$ cat src/rtl/globals_pkg.sv
// Shared MMIO register map, counter ordering and request record used by the
// host-facing register responder.
package globals_pkg;

    localparam int NUM_COUNTERS = 11;

    // Counter slot order inside counters_in, slot 0 in the least significant 64 bits
    localparam int CNT_DONE          = 0;
    localparam int CNT_DONE_RESTART  = 1;
    localparam int CNT_DONE_PREFETCH = 2;
    localparam int CNT_PAGED         = 3;
    localparam int CNT_FLUSHED       = 4;
    localparam int CNT_AERROR        = 5;
    localparam int CNT_DERROR        = 6;
    localparam int CNT_FAILED        = 7;
    localparam int CNT_FAULT         = 8;
    localparam int CNT_NRES          = 9;
    localparam int CNT_NLOCK         = 10;

    localparam logic [23:0] ADDR_ALGO_STATUS          = 24'hFFFFFE;
    localparam logic [23:0] ADDR_ALGO_REQUEST         = 24'hFFFFFC;
    localparam logic [23:0] ADDR_ERROR_REG            = 24'hFFFFFA;
    localparam logic [23:0] ADDR_AFU_STATUS           = 24'hFFFFF8;
    localparam logic [23:0] ADDR_ALGO_RUNNING         = 24'hFFFFF6;
    localparam logic [23:0] ADDR_ALGO_STATUS_ACK      = 24'hFFFFF4;
    localparam logic [23:0] ADDR_ERROR_REG_ACK        = 24'hFFFFF2;
    localparam logic [23:0] ADDR_ALGO_STATUS_DONE     = 24'hFFFFF0;
    localparam logic [23:0] ADDR_ALGO_STATUS_DONE_ACK = 24'hFFFFEE;
    localparam logic [23:0] ADDR_DONE_COUNT           = 24'hFFFFEC;
    localparam logic [23:0] ADDR_DONE_RESTART         = 24'hFFFFEA;
    localparam logic [23:0] ADDR_PAGED                = 24'hFFFFE8;
    localparam logic [23:0] ADDR_FLUSHED              = 24'hFFFFE6;
    localparam logic [23:0] ADDR_AERROR               = 24'hFFFFE4;
    localparam logic [23:0] ADDR_DERROR               = 24'hFFFFE2;
    localparam logic [23:0] ADDR_FAILED               = 24'hFFFFE0;
    localparam logic [23:0] ADDR_FAULT                = 24'hFFFFDE;
    localparam logic [23:0] ADDR_NRES                 = 24'hFFFFDC;
    localparam logic [23:0] ADDR_NLOCK                = 24'hFFFFDA;
    localparam logic [23:0] ADDR_DONE_PREFETCH        = 24'hFFFFD8;

    typedef struct packed {
        logic        cfg;
        logic        read;
        logic        dw;
        logic [23:0] addr;
        logic [63:0] data;
    } mmio_req_t;

    function automatic logic odd_parity(input logic [63:0] d);
        return ~^d;
    endfunction

endpackage

$ cat src/rtl/mmio_register_responder.sv
// Host MMIO responder: two-stage fixed-latency decode of the AFU register map,
// forwarding host writes to CU control as single-cycle strobes.
module mmio_register_responder #(
    parameter logic [63:0] AFU_DESCRIPTOR = 64'h0000_0000_0001_0001,
    parameter int          NUM_COUNTERS   = globals_pkg::NUM_COUNTERS
) (
    input  logic                      clock,
    input  logic                      rstn,
    input  logic                      mmio_in_valid,
    input  logic                      mmio_in_cfg,
    input  logic                      mmio_in_read,
    input  logic                      mmio_in_dw,
    input  logic [23:0]               mmio_in_addr,
    input  logic [63:0]               mmio_in_data,
    output logic                      mmio_ack,
    output logic [63:0]               mmio_rdata,
    output logic                      mmio_rdata_parity,
    output logic [63:0]               algo_request,
    output logic                      algo_request_valid,
    input  logic [63:0]               algo_status_in,
    input  logic                      algo_status_valid_in,
    input  logic                      algo_done_in,
    input  logic                      afu_running_in,
    input  logic [63:0]               error_in,
    input  logic [64*NUM_COUNTERS-1:0] counters_in,
    output logic                      protocol_error
);
    import globals_pkg::*;

    mmio_req_t   req_p1;
    logic        vld_p1;
    logic        busy;
    logic [63:0] status_reg;
    logic [63:0] error_reg;
    logic        done_flag;
    logic        clr_status_p2;
    logic        clr_error_p2;
    logic        clr_done_p2;
    logic [22:0] widx;
    logic [63:0] word;
    logic [31:0] half;
    logic [63:0] rd_next;
    logic [63:0] req_next;
    logic        wr;
    logic [63:0] cnt [NUM_COUNTERS];

    for (genvar i = 0; i < NUM_COUNTERS; i++) begin : g_cnt
        assign cnt[i] = counters_in[64*i +: 64];
    end

    assign busy = vld_p1 | mmio_ack;

    // Stage 1: capture the request; anything arriving while busy is dropped
    always_ff @(posedge clock or negedge rstn) begin
        if (!rstn) begin
            vld_p1         <= 1'b0;
            protocol_error <= 1'b0;
        end else begin
            vld_p1 <= mmio_in_valid & ~busy;
            if (mmio_in_valid & busy)
                protocol_error <= 1'b1;
        end
    end

    always_ff @(posedge clock) begin
        if (mmio_in_valid & ~busy)
            req_p1 <= {mmio_in_cfg, mmio_in_read, mmio_in_dw, mmio_in_addr, mmio_in_data};
    end

    // Word index ignores address bit 0; bit 0 only picks the 32-bit half
    assign widx = req_p1.addr[23:1];
    assign wr   = vld_p1 & ~req_p1.read & ~req_p1.cfg;

    always_comb begin
        word = '0;
        if (req_p1.cfg) begin
            if (widx == '0)
                word = AFU_DESCRIPTOR;
        end else begin
            case (widx)
                ADDR_ALGO_STATUS[23:1]:      word = status_reg;
                ADDR_ALGO_REQUEST[23:1]:     word = algo_request;
                ADDR_ERROR_REG[23:1]:        word = error_reg;
                ADDR_AFU_STATUS[23:1]:       word = {63'b0, afu_running_in};
                ADDR_ALGO_RUNNING[23:1]:     word = {63'b0, afu_running_in};
                ADDR_ALGO_STATUS_DONE[23:1]: word = {63'b0, done_flag};
                ADDR_DONE_COUNT[23:1]:       word = cnt[CNT_DONE];
                ADDR_DONE_RESTART[23:1]:     word = cnt[CNT_DONE_RESTART];
                ADDR_DONE_PREFETCH[23:1]:    word = cnt[CNT_DONE_PREFETCH];
                ADDR_PAGED[23:1]:            word = cnt[CNT_PAGED];
                ADDR_FLUSHED[23:1]:          word = cnt[CNT_FLUSHED];
                ADDR_AERROR[23:1]:           word = cnt[CNT_AERROR];
                ADDR_DERROR[23:1]:           word = cnt[CNT_DERROR];
                ADDR_FAILED[23:1]:           word = cnt[CNT_FAILED];
                ADDR_FAULT[23:1]:            word = cnt[CNT_FAULT];
                ADDR_NRES[23:1]:             word = cnt[CNT_NRES];
                ADDR_NLOCK[23:1]:            word = cnt[CNT_NLOCK];
                default:                     word = '0;
            endcase
        end
    end

    // Host bit 0 is the MSB, so an even address selects the upper Verilog half
    assign half    = req_p1.addr[0] ? word[31:0] : word[63:32];
    assign rd_next = ~req_p1.read ? 64'b0 : (req_p1.dw ? word : {half, half});

    always_comb begin
        req_next = algo_request;
        if (req_p1.dw)
            req_next = req_p1.data;
        else if (req_p1.addr[0])
            req_next[31:0] = req_p1.data[31:0];
        else
            req_next[63:32] = req_p1.data[63:32];
    end

    // Stage 2: registered ack, read data and write strobes
    always_ff @(posedge clock or negedge rstn) begin
        if (!rstn) begin
            mmio_ack           <= 1'b0;
            mmio_rdata         <= '0;
            mmio_rdata_parity  <= 1'b0;
            algo_request       <= '0;
            algo_request_valid <= 1'b0;
            clr_status_p2      <= 1'b0;
            clr_error_p2       <= 1'b0;
            clr_done_p2        <= 1'b0;
        end else begin
            mmio_ack           <= vld_p1;
            mmio_rdata         <= vld_p1 ? rd_next : 64'b0;
            mmio_rdata_parity  <= vld_p1 ? odd_parity(rd_next) : 1'b0;
            algo_request_valid <= wr && (widx == ADDR_ALGO_REQUEST[23:1]);
            if (wr && (widx == ADDR_ALGO_REQUEST[23:1]))
                algo_request <= req_next;
            clr_status_p2 <= wr && (widx == ADDR_ALGO_STATUS_ACK[23:1]);
            clr_error_p2  <= wr && (widx == ADDR_ERROR_REG_ACK[23:1]);
            clr_done_p2   <= wr && (widx == ADDR_ALGO_STATUS_DONE_ACK[23:1]);
        end
    end

    // Acks take effect at the end of the ack cycle; new events always win
    always_ff @(posedge clock or negedge rstn) begin
        if (!rstn) begin
            status_reg <= '0;
            error_reg  <= '0;
            done_flag  <= 1'b0;
        end else begin
            status_reg <= algo_status_valid_in ? algo_status_in
                                               : (clr_status_p2 ? 64'b0 : status_reg);
            error_reg  <= (clr_error_p2 ? 64'b0 : error_reg) | error_in;
            done_flag  <= algo_done_in | (done_flag & ~clr_done_p2);
        end
    end

endmodule

$ cat config.mk
export PLATFORM = sky130hd
export DESIGN_NAME = mmio_register_responder
export DESIGN_NICKNAME = d
export VERILOG_FILES = /design/src/rtl/globals_pkg.sv /design/src/rtl/mmio_register_responder.sv
export SDC_FILE = /design/constraint.sdc
export NUM_CORES = 1
export LEC_CHECK = 0
export CORE_AREA = 2 2 414 416
export DETAILED_ROUTE_END_ITERATION = 6
export DIE_AREA = 0 0 416 418
export GPL_TIMING_DRIVEN = 0
export PLACE_DENSITY = 0.32
export SLEW_MARGIN = 40
export SYNTH_ARGS = -nofsm -noshare
export SYNTH_HDL_FRONTEND = slang
export SYNTH_SLANG_ARGS = --single-unit
export TNS_END_PERCENT = 100
$ cat constraint.sdc
create_clock -name clock -period 11.1 [get_ports clock]
set_clock_uncertainty 0.05 [all_clocks]
set_input_delay 2.22 -clock clock [delete_from_list [all_inputs] [get_ports clock]]
set_output_delay 2.22 -clock clock [all_outputs]
set_load 0.05 [all_outputs]
==> impl_metrics.env, run 1 <==
export IMPL_synth_top_area_cell="dfrtp_1"
export IMPL_preCtsSetupSlack_ns=4.14
export IMPL_drive_gt1_share_pct=15.2
export IMPL_hold_viol=0
export IMPL_critPathMaxFanout=2
export IMPL_post_cts_buffers=0
export IMPL_worstPathArrival_ns=6.90
export IMPL_drcViolationCount=0
export IMPL_antenna_found_initial=233
export IMPL_tightest_slew_ns=0.932
export IMPL_die_area_um2=174000
export IMPL_die_w_um=416
export IMPL_io_buffers=1059
export IMPL_grt_max_degree=59
export IMPL_num_vias=27100
export IMPL_power_total_mw=3.99
export IMPL_area_delta_synth_final_pct=76.1
export IMPL_clkSinkCount=356
export IMPL_ys_ff_latch=356
export IMPL_hold_class="reg -> reg"
export IMPL_worst_slack_ns=4.69
export IMPL_numCtsBuffers=52
export IMPL_async_flop_share_pct=74.4
export IMPL_synthFlopType="dfrtp_1"
export IMPL_dpl_instance_area_um2=36400
export IMPL_slowest_stage="a2111oi_1"
export IMPL_synth_top_area_share_pct=30.5
export IMPL_clk_latency_ns=0.68
export IMPL_initial_core_util_pct=12.9
export IMPL_leakagePower_nw=14.1
export IMPL_cts_root_buf="clkbuf_16"
export IMPL_synthTopCellsByArea="dfrtp_1 (30%), edfxtp_1 (13%), mux2_2 (4.8%)"
export IMPL_hold_path_end="mmio_ack"
export IMPL_rsz0062_at_grt="no"
export IMPL_grt_pass1_vias=26800
export IMPL_rows=151
export IMPL_maxCapViolCount=0
export IMPL_overflow=0
export IMPL_reg2reg_from="req_p1[66]"
export IMPL_syn_num_nets=3068
export IMPL_cp_data_required_time_ns=11.59
export IMPL_dp_cells=5489
export IMPL_post_cts_resized=0
export IMPL_syn_inst=2139
export IMPL_r2r_end="mmio_rdata_parity"
export IMPL_hold_depth=0
export IMPL_min_delay_start="vld_p1"
export IMPL_cp_common_cell="xnor3_1"
export IMPL_gp_congestion=0.952
export IMPL_finalSetupViolCount=0
export IMPL_largest_reg_flops=91
export IMPL_yosysWarnings=0
export IMPL_synth_most_common_cell="dfrtp_1"
export IMPL_clkSlewWorstSetupHoldPaths_ns=0.06
export IMPL_grt_pass1_wl_mm=337
export IMPL_fin_nets=4254
export IMPL_finalCriticalPeriod_ns=6.41
export IMPL_worstRegToRegCells=18
export IMPL_antenna_left=0
export IMPL_peakVddDrop_uv=111
export IMPL_regMostFlops="req_p1"
export IMPL_seq_area_frac_synth_pct=43.1
export IMPL_tritoncts="built"
export IMPL_power_per_cell_area_nw_per_um2=104
export IMPL_fin_area_um2=38300
export IMPL_hold_ws_ns=0.320
export IMPL_syn_avg_cell_area_um2=10.2
export IMPL_dp_hpwl_mm=240
export IMPL_path_class="in -> reg"
export IMPL_cp_end_kind="flop"
export IMPL_firstDrtPassIters=7
export IMPL_netlist_top_cells_count="dfrtp_1 (265), nor2_1 (136), nand2_1 (124), a22oi_1 (110), mux2i_1 (96)"
export IMPL_drt_iter0_markers=2747
export IMPL_grt_total_usage_pct=30.9
export IMPL_die_h_um=418
export IMPL_ctsHoldBuffers=0
export IMPL_netlist_area_um2=21700
export IMPL_max_clock_freq_mhz=156
export IMPL_fin_crit_sh_pct=57.7
export IMPL_cp_start_kind="input port"
export IMPL_synth_edf_count=91
export IMPL_via_per_inst=4.78
export IMPL_maxSlewHeadroom_pct=36.1
export IMPL_r2r_slack_ns=4.83
export IMPL_wire_per_inst_um=49.1
export IMPL_clock_path_buffers=3
export IMPL_yosysUniqueCellTypes=96
export IMPL_outcome="finished, final reports clean"
export IMPL_io_pin_count=1061
export IMPL_crit_chain="clkdlybuf4s50_1, mux2i_1, nor2_1, a211oi_1, o22ai_1, a2111oi_1, mux2i_1, xnor2_1, xnor2_1, xnor3_1, xnor3_1, nor2_2, xnor3_1, and2_1"
export IMPL_wirelength_mm=278
export IMPL_final_cells=5664
export IMPL_cp_slowest_stage_delay_ns=0.77
export IMPL_core_um2=169000
export IMPL_slew_viol_final=0
export IMPL_htree_levels=2
worst max-delay path by stage:
stage                          start                end  slack (ns)  cells past startpoint
CTS                       req_p1[66]  mmio_rdata_parity        4.82                     18
floorplan              mmio_in_valid             vld_p1        1.45                      1
global placement                rstn    algo_request[1]       -7.02                      1
global route           mmio_in_valid         req_p1[68]        4.73                     17
detailed placement  counters_in[227]  mmio_rdata_parity        4.14                     14
finish              counters_in[227]  mmio_rdata_parity        4.69                     14
worst max-delay path, delay by kind of cell:
kind | cells | cell delay [ns]
AO/OA/AOI/OAI | 3 | 1.85
XOR/XNOR | 5 | 1.49
buffers and inverters | 1 | 0.48
multiplexers | 2 | 0.48
AND/OR/NAND/NOR | 3 | 0.36
cell families (layout without fill, tap and decap cells):
group,Yosys count,count (layout),share of synthesized area (%)
compound gates,597,597,20.8
xor+xnor,61,61,2.77
buf+inv,214,1441,4.80
flops,356,356,43.1
mux,198,198,10.1
other cells,0,80,0
simple gates,713,713,18.5
power by group:
part	internal [mW]	leakage (nW)	switching, mW	total, mW
clock	0.968	0.818	0.739	1.71
sequential	1.40	4.10	0.0440	1.44
combinational	0.405	9.17	0.441	0.846
total	2.77	14.1	1.22	3.99
cell usage in the layout (no fill, tap or decap), types with 25 or more instances in the layout:
master / instances
dfrtp_1: 265
nand4_1: 84
clkbuf_1: 59
a22oi_1: 108
o21ai_0: 79
mux2_2: 93
a222oi_1: 36
nand3_1: 53
nor2_1: 129
diode_2: 80
mux2i_1: 94
clkbuf_2: 33
and4_1: 25
a21oi_1: 56
a22o_1: 71
buf_2: 102
buf_4: 42
a21o_1: 65
clkbuf_16: 53
xnor2_1: 40
and3_1: 46
nor3_1: 46
nand2b_1: 69
nand2_1: 123
clkdlybuf4s50_1: 1058
edfxtp_1: 91
stage by stage:
stage | util (%) | setup TNS [ns]
detailed placement | 21.5 | 0
global placement | 20.8 | -2311.31
global route | 22.6 | 0
floorplan | - | 0
CTS | 22.5 | 0
finish | 22.7 | 0
cell type report:
| cell class | instances | area, um^2 |
|---|---|---|
| multi-input cells | 1569 | 11800 |
| clock buffers | 69 | 1460 |
| plain buffers | 198 | 1040 |
| clock inverters | 26 | 215 |
| repair buffers | 1132 | 11400 |
| flip-flops and latches | 356 | 9360 |
| fillers | 18500 | 131000 |
| well taps | 2218 | 2780 |
| diodes | 80 | 200 |
| inverters | 16 | 60.1 |
metal layers:
layer	routed length, um	GRT usage (%)	up-vias
li1	-	-	10800
met1	109000	36.0	13800
met2	130000	50.9	1623
met3	20300	8.98	641
met4	16900	16.8	184
met5	1140	0	-
No activity file was read; power rests on OpenSTA's default activity.
==> run 2, diff against run 1 <==
- clock period: 11.1 -> 5.9 ns (I/O delays scaled with it)
==> impl_metrics.env, run 2 (synthesized netlist as in run 1, its figures left out) <==
export IMPL_core_um2=169000
export IMPL_numCtsBuffers=55
export IMPL_io_buffers=1059
export IMPL_comb_power_share_pct=20.0
export IMPL_clkSinkCount=356
export IMPL_preCtsSetupSlack_ns=-0.448
export IMPL_rsz0062_at_grt="no"
export IMPL_critPathMaxFanout=10
export IMPL_outcome="finished, violations left"
export IMPL_top_layer="met5"
export IMPL_wirelength_mm=279
export IMPL_num_vias=27300
export IMPL_max_clock_freq_mhz=166
export IMPL_switching_share_pct=29.9
export IMPL_die_h_um=418
export IMPL_maxCapViolCount=0
export IMPL_peakVddDrop_uv=223
export IMPL_met1Wirelength_mm=110
export IMPL_tightest_slew_ns=0.975
export IMPL_grt_total_usage_pct=31.0
export IMPL_violations="setup timing"
export IMPL_cp_end_kind="flop"
export IMPL_clkSlewWorstSetupHoldPaths_ns=0.06
export IMPL_ctsHoldBuffers=0
export IMPL_grt_max_degree=59
export IMPL_multi_input_area_um2=11800
export IMPL_antenna_left=0
export IMPL_dp_hpwl_mm=240
export IMPL_cts_root_buf="clkbuf_16"
export IMPL_antenna_found_initial=239
export IMPL_clock_path_buffers=3
export IMPL_grt_pass1_wl_mm=338
export IMPL_fin_crit_sh_pct=102
export IMPL_r2r_slack_ns=-0.12
export IMPL_worstPathArrival_ns=6.51
export IMPL_cp_data_required_time_ns=6.39
export IMPL_n_fill_cell=18400
export IMPL_via_per_inst=4.83
export IMPL_gp_congestion=0.965
export IMPL_path_class="reg -> reg"
export IMPL_firstDrtPassIters=6
export IMPL_power_switching_mw=2.37
export IMPL_worst_slack_ns=-0.116
export IMPL_hold_class="reg -> reg"
export IMPL_io_pin_count=1061
export IMPL_power_share_sequential_pct=34.1
export IMPL_mostFrequentLayoutCells="clkdlybuf4s50_1 (1058), dfrtp_1 (265), nor2_1 (129)"
export IMPL_tritoncts="built"
export IMPL_die_area_um2=174000
export IMPL_largest_reg_flops=91
export IMPL_met2_length_mm=131
export IMPL_htree_levels=2
export IMPL_finalSetupViolCount=1
export IMPL_regMostFlops="req_p1"
export IMPL_clk_latency_ns=0.69
export IMPL_rows=151
export IMPL_finalCriticalPeriod_ns=6.02
export IMPL_seqCellArea_um2=9360
export IMPL_internal_power_mw=5.57
export IMPL_initial_core_util_pct=12.9
export IMPL_grt_pass1_vias=26900
export IMPL_power_per_cell_area_nw_per_um2=206
export IMPL_overflow=0
export IMPL_drive_gt1_share_pct=15.2
export IMPL_slew_viol_final=0
export IMPL_wl_met3_mm=20.7
export IMPL_p_clk_share_pct=45.9
export IMPL_hold_viol=0
export IMPL_wire_per_inst_um=49.3
export IMPL_die_w_um=416
export IMPL_area_delta_synth_final_pct=77.1
export IMPL_cp_start_kind="flop"
export IMPL_power_total_mw=7.94
export IMPL_drt_iter0_markers=2768
export IMPL_drcViolationCount=0
export IMPL_layout_commonest_cell="clkdlybuf4s50_1"
export IMPL_leakagePower_nw=14.2
export IMPL_maxSlewHeadroom_pct=35.0
export IMPL_fin_nets=4245
run 2: layer usage:
metal	up-vias	GRT usage, %
met3	630	8.73
li1	10800	-
met4	174	16.9
met1	14000	36.3
met2	1661	51.0
met5	-	0
run 2: worst max-delay path, cell delays in order, from the launching register on:
cell and delay, ns:
edfxtp_1 0.41, buf_6 0.19, buf_6 0.20, buf_4 0.35, buf_4 0.50, buf_4 0.47
mux2i_2 0.65, o2bb2ai_1 0.20, nor4_2 0.72, mux2_2 0.34, xor2_1 0.17, nor2_1 0.07
xnor2_1 0.29, xnor2_1 0.19, xnor3_1 0.38, xnor3_1 0.45, and2_1 0.19
run 2: layout make-up:
| class | count | share of cell area, % |
|---|---|---|
| diodes | 77 | 0.500 |
| multi-input cells | 1569 | 30.6 |
| inverters | 16 | 0.156 |
| clock buffers | 77 | 4.22 |
| well taps | 2218 | 7.20 |
| clock inverters | 27 | 0.832 |
| plain buffers | 198 | 2.74 |
| repair buffers | 1120 | 29.4 |
| flip-flops and latches | 356 | 24.3 |
run 2: final timing paths:
kind / startpoint / endpoint / cells after the start
worst max-delay path: req_p1[65] / mmio_rdata_parity / 16
worst min-delay path: vld_p1 / mmio_ack / 0
worst max register to register: req_p1[65] / mmio_rdata_parity / 16
worst min register to register: vld_p1 / mmio_ack / 0
max in group asynchronous: rstn / error_reg[15] / 4
min in group asynchronous: rstn / error_reg[39] / 1
run 2: per-stage QoR:
| step | instance area, um^2 | setup TNS, ns | utilization, % | cells | hold slack [ns] |
|---|---|---|---|---|---|
| finish | 38500 | -0.116 | 22.8 | 5658 | 0.322 |
| global route | 38400 | 0 | 22.7 | 5621 | 0.334 |
| CTS | 38300 | 0 | 22.6 | 5577 | 0.320 |
| detailed placement | 36300 | -0.448 | 21.5 | 5473 | 0.311 |
| global placement | 35100 | -3222.77 | 20.8 | 5416 | 0.305 |
| floorplan | 21700 | 0 | - | 2139 | 0.302 |
run 2: power groups by stage:
stage               sequential (mW)  clock [mW]  combinational [mW]
finish                         2.70        3.65                1.59
global route                   2.71        3.80                1.62
CTS                            2.70        3.74                1.57
detailed placement             2.75           0                1.57
global placement               2.76           0                1.52
floorplan                      2.71           0               0.355
run 2: repair_timing:
action | in CTS | in global routing
setup endpoints to repair | 1 | 1
pin swaps | 0 | 1
buffers inserted | 0 | 4
resized for setup | 7 | 7
endpoints found under the hold margin | 0 | 0
==> run 3, diff against run 2 <==
- CAP_MARGIN: not set -> 25
==> impl_metrics.env, run 3 (synthesized netlist as in run 1, its figures left out) <==
export IMPL_maxCapViolCount=0
export IMPL_firstDrtPassIters=7
export IMPL_numCtsBuffers=54
export IMPL_initial_core_util_pct=12.9
export IMPL_grt_total_usage_pct=31.0
export IMPL_fin_crit_sh_pct=101
export IMPL_hold_viol=0
export IMPL_clock_path_buffers=3
export IMPL_antenna_found_initial=244
export IMPL_regMostFlops="req_p1"
export IMPL_power_total_mw=7.85
export IMPL_tritoncts="built"
export IMPL_grt_pass1_wl_mm=338
export IMPL_drt_iter0_markers=2729
export IMPL_leakagePower_nw=14.1
export IMPL_peakVddDrop_uv=219
export IMPL_dp_hpwl_mm=240
export IMPL_die_h_um=418
export IMPL_power_per_cell_area_nw_per_um2=204
export IMPL_hold_path_end="mmio_ack"
export IMPL_core_um2=169000
export IMPL_violations="DRC, setup timing"
export IMPL_outcome="finished, violations left"
export IMPL_reg2reg_from="req_p1[65]"
export IMPL_drive_gt1_share_pct=15.1
export IMPL_maxSlewHeadroom_pct=35.2
export IMPL_die_w_um=416
export IMPL_clkSinkCount=356
export IMPL_r2r_slack_ns=-0.03
export IMPL_worstRegToRegCells=16
export IMPL_layout_commonest_cell="clkdlybuf4s50_1"
export IMPL_path_class="reg -> reg"
export IMPL_area_delta_synth_final_pct=76.6
export IMPL_post_route_util_pct=22.7
export IMPL_min_delay_start="vld_p1"
export IMPL_finalSetupViolCount=1
export IMPL_wire_per_inst_um=49.5
export IMPL_grt_max_degree=59
export IMPL_cp_end_kind="flop"
export IMPL_io_buffers=1059
export IMPL_wirelength_mm=280
export IMPL_rsz0062_at_grt="no"
export IMPL_max_clock_freq_mhz=169
export IMPL_cp_data_required_time_ns=6.40
export IMPL_fin_nets=4241
export IMPL_hold_depth=0
export IMPL_mostFrequentLayoutCells="clkdlybuf4s50_1 (1058), dfrtp_1 (265), nor2_1 (129)"
export IMPL_clkSlewWorstSetupHoldPaths_ns=0.06
export IMPL_die_area_um2=174000
export IMPL_rows=151
export IMPL_post_cts_buffers=0
export IMPL_cp_start_kind="flop"
export IMPL_critPathMaxFanout=11
export IMPL_overflow=0
export IMPL_r2r_end="mmio_rdata_parity"
export IMPL_num_vias=27200
export IMPL_ctsHoldBuffers=0
export IMPL_worst_slack_ns=-0.0296
export IMPL_grt_pass1_vias=26900
export IMPL_slew_viol_final=0
export IMPL_cts_root_buf="clkbuf_16"
export IMPL_clk_latency_ns=0.69
export IMPL_hold_class="reg -> reg"
export IMPL_htree_levels=2
export IMPL_finalCriticalPeriod_ns=5.93
export IMPL_gp_congestion=0.965
export IMPL_worstPathArrival_ns=6.43
export IMPL_io_pin_count=1061
export IMPL_tightest_slew_ns=0.971
export IMPL_antenna_left=0
export IMPL_drcViolationCount=10
export IMPL_via_per_inst=4.83
export IMPL_largest_reg_flops=91
run 3: how the worst max path moves through the flow:
| stage | startpoint | endpoint | slack [ns] | cells after the start |
|---|---|---|---|---|
| detailed placement | req_p1[66] | mmio_rdata_parity | -0.47 | 18 |
| global placement | rstn | algo_request[43] | -11.16 | 1 |
| finish | req_p1[65] | mmio_rdata_parity | -0.03 | 16 |
| CTS | req_p1[66] | mmio_rdata_parity | 0.02 | 16 |
| global route | req_p1[66] | mmio_rdata_parity | 0.006 | 15 |
| floorplan | mmio_in_valid | req_p1[0] | 0.66 | 1 |
run 3: metal layers:
layer  vias to the layer above  share of wire, %  global-route usage, %
li1                      10800                 -                      -
met3                       656               7.5                   9.18
met2                      1641                47                   50.7
met4                       176               6.3                   17.6
met5                         -              0.40                      0
met1                     14000                39                   36.0
run 3: metrics by stage:
step | setup TNS [ns] | hold WS [ns] | instance area, um^2 | setup WS, ns | cells
after floorplan | 0 | 0.302 | 21700 | 0.659 | 2139
final | -0.0296 | 0.321 | 38400 | -0.0296 | 5643
after global routing | 0 | 0.333 | 38300 | 0.00565 | 5617
after detailed placement | -0.474 | 0.311 | 36300 | -0.474 | 5473
after CTS | 0 | 0.318 | 38200 | 0.0157 | 5575
after global placement | -3222.77 | 0.305 | 35100 | -11.16 | 5416
run 3: worst max-delay path, cell delays in order (launching register included):
cell and delay [ns]:
edfxtp_1 0.40, buf_6 0.19, buf_6 0.20, buf_4 0.35
buf_4 0.50, buf_4 0.53, mux2i_1 0.51, o32ai_1 0.17
nor3b_1 0.77, mux2i_1 0.30, xnor2_1 0.26, xnor2_1 0.15
xnor3_1 0.31, xnor3_1 0.41, nor2_2 0.11, xnor3_1 0.37
and2_1 0.18
run 3: cell type report:
cell class,count,area (um^2)
Sequential cell,356,9360
Clock buffer,79,1630
Fill cell,18400,131000
Timing Repair Buffer,1117,11300
Multi-Input combinational cell,1569,11800
Inverter,16,60.1
Antenna cell,67,168
Clock inverter,23,253
Tap cell,2218,2780
Buffer,198,1060
run 3: report_power, final:
group	internal [mW]	total, mW	switching, mW
Clock	2.09	3.55	1.45
Combinational	0.759	1.59	0.835
Sequential	2.63	2.70	0.0774
Total	5.48	7.85	2.37
run 3: what timing repair did:
item,in CTS,in global routing
endpoints found under the setup margin,1,1
endpoints found under the hold margin,0,0
gates resized for setup,7,5
